### config.mk
export PLATFORM = sky130hd
export DESIGN_NAME = sdram_port_arbiter
export DESIGN_NICKNAME = d
export VERILOG_FILES = /design/src/rtl/sdram_arb_pkg.sv /design/src/rtl/sdram_arb_id_fifo.sv /design/src/rtl/sdram_port_arbiter.sv
export SDC_FILE = /design/constraint.sdc
export NUM_CORES = 1
export LEC_CHECK = 0
export BUFFER_PORTS_ARGS = -buffer_cell sky130_fd_sc_hd__buf_2
export CORE_UTILIZATION = 31
export CTS_BUF_LIST = sky130_fd_sc_hd__clkbuf_16
export CTS_CLUSTER_DIAMETER = 150
export DETAILED_ROUTE_END_ITERATION = 12
export PLACE_DENSITY = 0.74
export RECOVER_POWER = 100
export REMOVE_ABC_BUFFERS = 1
export SLEW_MARGIN = 20
export SYNTH_ARGS = -nofsm -noshare
export SYNTH_HDL_FRONTEND = slang
export SYNTH_SLANG_ARGS = --single-unit
export TNS_END_PERCENT = 50
### constraint.sdc
create_clock -name clk -period 2.18 [get_ports clk]
set_input_delay 0.218 -clock clk [delete_from_list [all_inputs] [get_ports clk]]
set_output_delay 0.218 -clock clk [all_outputs]
set_load 0.01 [all_outputs]
### src/rtl/sdram_arb_pkg.sv
// Shared types and constants for the two-requester SDRAM port arbiter.
package sdram_arb_pkg;

    typedef enum logic [1:0] {
        ST_IDLE = 2'd0,
        ST_OWN0 = 2'd1,
        ST_OWN1 = 2'd2
    } state_t;

    // A read ID is simply the index of the requester that issued it.
    localparam int ID_W       = 1;
    localparam int DEF_ADDR_W = 25;
    localparam int DEF_DATA_W = 16;

endpackage

### src/rtl/sdram_arb_id_fifo.sv
// In-order FIFO of read IDs; head tells which requester owns the next return.
module sdram_arb_id_fifo
    import sdram_arb_pkg::*;
#(
    parameter int DEPTH = 4
) (
    input  logic            clk,
    input  logic            reset_n,
    input  logic            i_push,
    input  logic [ID_W-1:0] i_push_id,
    input  logic            i_pop,
    output logic            o_full,
    output logic            o_empty,
    output logic [ID_W-1:0] o_head
);

    localparam int AW    = $clog2(DEPTH);
    localparam int PTR_W = AW + 1;

    logic [ID_W-1:0]  r_mem [DEPTH];
    logic [PTR_W-1:0] r_wr_ptr;
    logic [PTR_W-1:0] r_rd_ptr;
    logic             w_push;
    logic             w_pop;

    assign w_push = i_push && !o_full;
    assign w_pop  = i_pop && !o_empty;

    // Extra pointer MSB distinguishes full from empty when the indices match.
    assign o_empty = (r_wr_ptr == r_rd_ptr);
    assign o_full  = (r_wr_ptr[AW] != r_rd_ptr[AW]) &&
                     (r_wr_ptr[AW-1:0] == r_rd_ptr[AW-1:0]);
    assign o_head  = r_mem[r_rd_ptr[AW-1:0]];

    always_ff @(posedge clk) begin
        if (!reset_n) begin
            r_wr_ptr <= '0;
            r_rd_ptr <= '0;
        end else begin
            if (w_push) begin
                r_mem[r_wr_ptr[AW-1:0]] <= i_push_id;
                r_wr_ptr                <= r_wr_ptr + PTR_W'(1);
            end
            if (w_pop) begin
                r_rd_ptr <= r_rd_ptr + PTR_W'(1);
            end
        end
    end

endmodule

### src/rtl/sdram_port_arbiter.sv
// Round-robin, parking Avalon-MM arbiter for two masters onto one SDRAM port.
// Valid/ready: a command transfers in the cycle s_read|s_write is high and s_waitrequest is low.
module sdram_port_arbiter
    import sdram_arb_pkg::*;
#(
    parameter int ADDR_W    = DEF_ADDR_W,
    parameter int DATA_W    = DEF_DATA_W,
    parameter int BE_W      = DATA_W / 8,
    parameter int MAX_OUTST = 4
) (
    input  logic              clk,
    input  logic              reset_n,
    input  logic [ADDR_W-1:0] m0_address,
    input  logic              m0_read,
    input  logic              m0_write,
    input  logic [DATA_W-1:0] m0_writedata,
    input  logic [BE_W-1:0]   m0_byteenable,
    output logic              m0_waitrequest,
    output logic [DATA_W-1:0] m0_readdata,
    output logic              m0_readdatavalid,
    input  logic [ADDR_W-1:0] m1_address,
    input  logic              m1_read,
    input  logic              m1_write,
    input  logic [DATA_W-1:0] m1_writedata,
    input  logic [BE_W-1:0]   m1_byteenable,
    output logic              m1_waitrequest,
    output logic [DATA_W-1:0] m1_readdata,
    output logic              m1_readdatavalid,
    output logic [ADDR_W-1:0] s_address,
    output logic              s_read,
    output logic              s_write,
    output logic [DATA_W-1:0] s_writedata,
    output logic [BE_W-1:0]   s_byteenable,
    input  logic              s_waitrequest,
    input  logic [DATA_W-1:0] s_readdata,
    input  logic              s_readdatavalid,
    output logic              rdv_error,
    output state_t            dbg_state
);

    state_t          r_state;
    logic            r_last;
    logic            r_rdv_error;
    logic            w_req0;
    logic            w_req1;
    logic            w_own1;
    logic            w_owned;
    logic            w_req_owner;
    logic            w_req_other;
    logic            w_sel_read;
    logic            w_sel_write;
    logic            w_accept;
    logic            w_full;
    logic            w_empty;
    logic [ID_W-1:0] w_head;

    assign w_req0      = m0_read || m0_write;
    assign w_req1      = m1_read || m1_write;
    assign w_own1      = (r_state == ST_OWN1);
    assign w_owned     = (r_state == ST_OWN0) || w_own1;
    assign w_req_owner = w_own1 ? w_req1 : w_req0;
    assign w_req_other = w_own1 ? w_req0 : w_req1;
    assign w_sel_read  = w_own1 ? m1_read : m0_read;
    assign w_sel_write = w_own1 ? m1_write : m0_write;

    assign s_address    = w_own1 ? m1_address : m0_address;
    assign s_writedata  = w_own1 ? m1_writedata : m0_writedata;
    assign s_byteenable = w_own1 ? m1_byteenable : m0_byteenable;
    assign s_read       = w_owned && w_sel_read && !w_full;
    assign s_write      = w_owned && w_sel_write;
    assign w_accept     = (s_read || s_write) && !s_waitrequest;

    assign m0_waitrequest = (r_state == ST_OWN0) ? (s_waitrequest || (m0_read && w_full)) : 1'b1;
    assign m1_waitrequest = w_own1 ? (s_waitrequest || (m1_read && w_full)) : 1'b1;

    // Read data is broadcast; only the valid strobe is steered by the head ID.
    assign m0_readdata      = s_readdata;
    assign m1_readdata      = s_readdata;
    assign m0_readdatavalid = s_readdatavalid && !w_empty && (w_head == 1'b0);
    assign m1_readdatavalid = s_readdatavalid && !w_empty && (w_head == 1'b1);

    assign rdv_error = r_rdv_error;
    assign dbg_state = r_state;

    sdram_arb_id_fifo #(
        .DEPTH(MAX_OUTST)
    ) u_id_fifo (
        .clk      (clk),
        .reset_n  (reset_n),
        .i_push   (w_accept && s_read),
        .i_push_id(w_own1),
        .i_pop    (s_readdatavalid),
        .o_full   (w_full),
        .o_empty  (w_empty),
        .o_head   (w_head)
    );

    always_ff @(posedge clk) begin
        if (!reset_n) begin
            r_state     <= ST_IDLE;
            r_last      <= 1'b1;
            r_rdv_error <= 1'b0;
        end else begin
            if (s_readdatavalid && w_empty) begin
                r_rdv_error <= 1'b1;
            end
            case (r_state)
                ST_IDLE: begin
                    if (w_req0 && w_req1) begin
                        r_state <= r_last ? ST_OWN0 : ST_OWN1;
                    end else if (w_req0) begin
                        r_state <= ST_OWN0;
                    end else if (w_req1) begin
                        r_state <= ST_OWN1;
                    end
                end
                ST_OWN0, ST_OWN1: begin
                    // A stalled owner command keeps the grant until it is accepted.
                    if (w_accept) begin
                        r_last <= w_own1;
                        if (w_req_other) begin
                            r_state <= w_own1 ? ST_OWN0 : ST_OWN1;
                        end
                    end else if (!w_req_owner) begin
                        if (w_req_other) begin
                            r_state <= w_own1 ? ST_OWN0 : ST_OWN1;
                        end else begin
                            r_state <= ST_IDLE;
                        end
                    end
                end
                default: r_state <= ST_IDLE;
            endcase
        end
    end

endmodule

==> run metrics <==
outcome finished, final reports clean; Area Overhead vs Synth 37.20%; switching share of power 0.3956; Yosys cell types roughly 40; chip height a little under 80 um; Slew Viols, Final 0; setup total negative slack 0 ps; peak supply drop 0.3445 mV; CP max-delay cell dfxtp_1; peak per-stage delay on the critical path roughly 400 ps; fmax roughly 0.48 GHz; first-pass GRT wire length ~8.3 mm; via count 1785; Hold Path Origin s_readdatavalid; Final ANT Viol Nets 0; final global-route overflow total 0; sequential share of power 0.190; Worst Setup Start Kind flip-flop; initial antenna violation count 0; relative slew slack 0.6725; CTS tree yes; Pleak about 1.1 nW; Fin. Hold Viols 0; Post-Route Skew ~2.4 ps; register area share after synthesis 0.2037; post-synthesis area per instance between 9 and 10 um2; Setup CP Type reg2reg; sum of buffers and inverters on the critical path 1; Crit Path Max Fanout 5; Synth area leader mux2_2; worst-path cell chain inv_1 > ha_2 > mux2_4 > nor4_4 > o21ai_2 > a221o_1 > a21oi_1; GRT Overall Usage 0.1785; Crit. End Element flip-flop; top_reg_cell synth dfxtp_1; placed cell count 370; fin cells 374; die area approximately 0.006 mm2; footprint of the multi-input gates roughly 0.0011 mm2; io pins approximately 190; Remaining DRCs 0; Final Cycle Share 0.9616; Max Cap Viol 0; Detailed Routing Iterations Pass 1 4; Setup Viol. Count Final 0; fin worst setup slack 83.72 ps; Worst Path Required about 2300 ps; register area ~360 um2; Fill cells around 570; ys async rst share 0; clock latency on the worst-skew pair 250 ps; Clock Pin Slew Worst Setup and Hold Paths roughly 50 ps; FP Rows 27; Gate power share 0.638; Clock Sinks 16; hold crit path type in2reg; Total Wirelength about 5.7 mm; Ys Warns 0; Post-synth EDFFs 4; mapped cell area about 0.0018 mm2; HPWL Detailed between 4 and 5 mm; core region area 0.005507 mm2; crit path DAT 2260 ps; die width around 78 um; Max Buffers Root-to-Sink 2; layout cell share with drive strength beyond 1 0.5795; Power Density around 860 mW/mm2; vias in the first global route 1651; P_int between 1 and 1.5 mW; CTS H-tree lvls 1; CP startpoint dbg_state[0]; register bit total from synthesis 16; Yosys top cell area share 0.2801; post-DR vias/cell 4.773; setup slack, reg-to-reg 80 ps; Final min period about 2100 ps; Synth area leaders mux2_2, dfxtp_1, buf_4; DP Area roughly 0.0024 mm2; initial core utilization 0.3213; Reg2Reg Launch Point dbg_state[0]; TritonCTS buffer count 3; Inserted Diodes 0; IO buf count approximately 150; crit-path leading delay family compound AO/OA/AOI/OAI gates; Mapped Cells roughly 190; gpl congestion about 0.87; post-route cell area approximately 0.0024 mm2; clock root buffer clkbuf_16; DRT iter0 DRCs 98; Slew @ Worst Pin between 400 and 500 ps; largest net degree at the start of global routing 31; Nets about 420; sw power roughly 0.82 mW; Tot Pwr between 2 and 2.5 mW; Clock Power Share 0.171; DR WL/cell around 15 um; pre-CTS setup slack between 40 and 50 ps
worst register-to-register path, stage by stage (launching register included):
cell     delay (ps)
dfxtp_1         390
inv_1           130
ha_2            220
mux2_4          330
nor4_4          330
o21ai_2         140
a221o_1         330
a21oi_1         150
cell usage after synthesis (all sizes together) (2+ instances only):
| cell type | instances |
|---|---|
| mux2 | 45 |
| buf | 38 |
| nor2 | 15 |
| dfxtp | 12 |
| ha | 10 |
| inv | 8 |
| a21oi | 6 |
| o21ai | 5 |
| xor2 | 5 |
| and3 | 4 |
| edfxtp | 4 |
| xnor2 | 3 |
| a211o | 2 |
| a21o | 2 |
| a221o | 2 |
| and2 | 2 |
| nand2 | 2 |
| nand2b | 2 |
| nand3 | 2 |
| nor2b | 2 |
| nor4 | 2 |
| or3 | 2 |
per-stage QoR:
stage | hold WS (ps) | util
after floorplan | 358.7 | -
after global placement | 436.1 | 0.4285
after detailed placement | 436.1 | 0.4285
after global routing | 228.8 | 0.4408
after CTS | 221.4 | 0.4435
final | 222.9 | 0.4408
power by group through the flow:
stage	clock, mW	combinational, mW	sequential (mW)
6_report	0.357	1.33	0.397
5_1_grt	0.376	1.45	0.405
4_1_cts	0.368	1.31	0.401
3_5_place_dp	0	1.30	0.407
3_3_place_gp	0	1.28	0.403
2_1_floorplan	0	0.827	0.406
timing repair:
action | CTS | global route
gates resized for setup | 1 | 8
hold endpoints to repair | 0 | 0
endpoints found under the setup margin | 7 | 6
buffers inserted | 0 | 0
hold buffers | 0 | 0
gates cloned | 0 | 0
cell usage in the layout (no fill, tap or decap), types with 2 or more instances in the layout:
| master | netlist | layout |
|---|---|---|
| a211o_1 | 2 | 2 |
| a21oi_1 | 6 | 6 |
| a221o_1 | 2 | 2 |
| and2_1 | 2 | 2 |
| and3_1 | 4 | 4 |
| buf_2 | 2 | 102 |
| clkbuf_1 | 0 | 33 |
| clkbuf_16 | 0 | 3 |
| clkbuf_2 | 0 | 12 |
| dfxtp_1 | 12 | 11 |
| edfxtp_1 | 4 | 4 |
| ha_1 | 10 | 8 |
| inv_1 | 8 | 8 |
| mux2_1 | 0 | 2 |
| mux2_2 | 44 | 42 |
| nand2_1 | 2 | 2 |
| nand2b_1 | 2 | 2 |
| nand3_1 | 2 | 2 |
| nor2_1 | 15 | 15 |
| nor2b_1 | 2 | 2 |
| o21ai_0 | 4 | 3 |
| or3_1 | 2 | 2 |
| xnor2_1 | 2 | 2 |
| xor2_1 | 3 | 4 |
routing by layer:
| metal | vias to the layer above | share of wire | GRT usage |
|---|---|---|---|
| met5 | - | 0 | 0.08182 |
| met3 | 4 | 0.14 | 0.1118 |
| met4 | 0 | 0.0074 | 0.02264 |
| met2 | 113 | 0.45 | 0.2788 |
| li1 | 855 | - | - |
| met1 | 813 | 0.41 | 0.2046 |
worst paths after layout:
path                   to  cells past startpoint
max          dbg_state[1]                      7
min             rdv_error                      3
max reg2reg  dbg_state[1]                      7
min reg2reg     rdv_error                      2
layout make-up:
class	count	share of cell area
clock inverter	1	0.001546
multi-input combinational	124	0.4670
sequential	16	0.1490
clock buffer	3	0.03093
inverter	8	0.01237
timing repair buffer	150	0.3021
tap	72	0.03711
cell families (layout without fill, tap and decap cells):
kind of cell / after synthesis / count (layout) / synth area share
fa+ha+maj: 10 / 10 / 0.07072
buf+inv: 46 / 162 / 0.1669
simple gates: 36 / 36 / 0.1075
xor+xnor: 8 / 8 / 0.05234
flops: 16 / 16 / 0.2037
mux: 47 / 47 / 0.3069
compound gates: 23 / 23 / 0.09195
No activity file was read; power rests on OpenSTA's default activity.
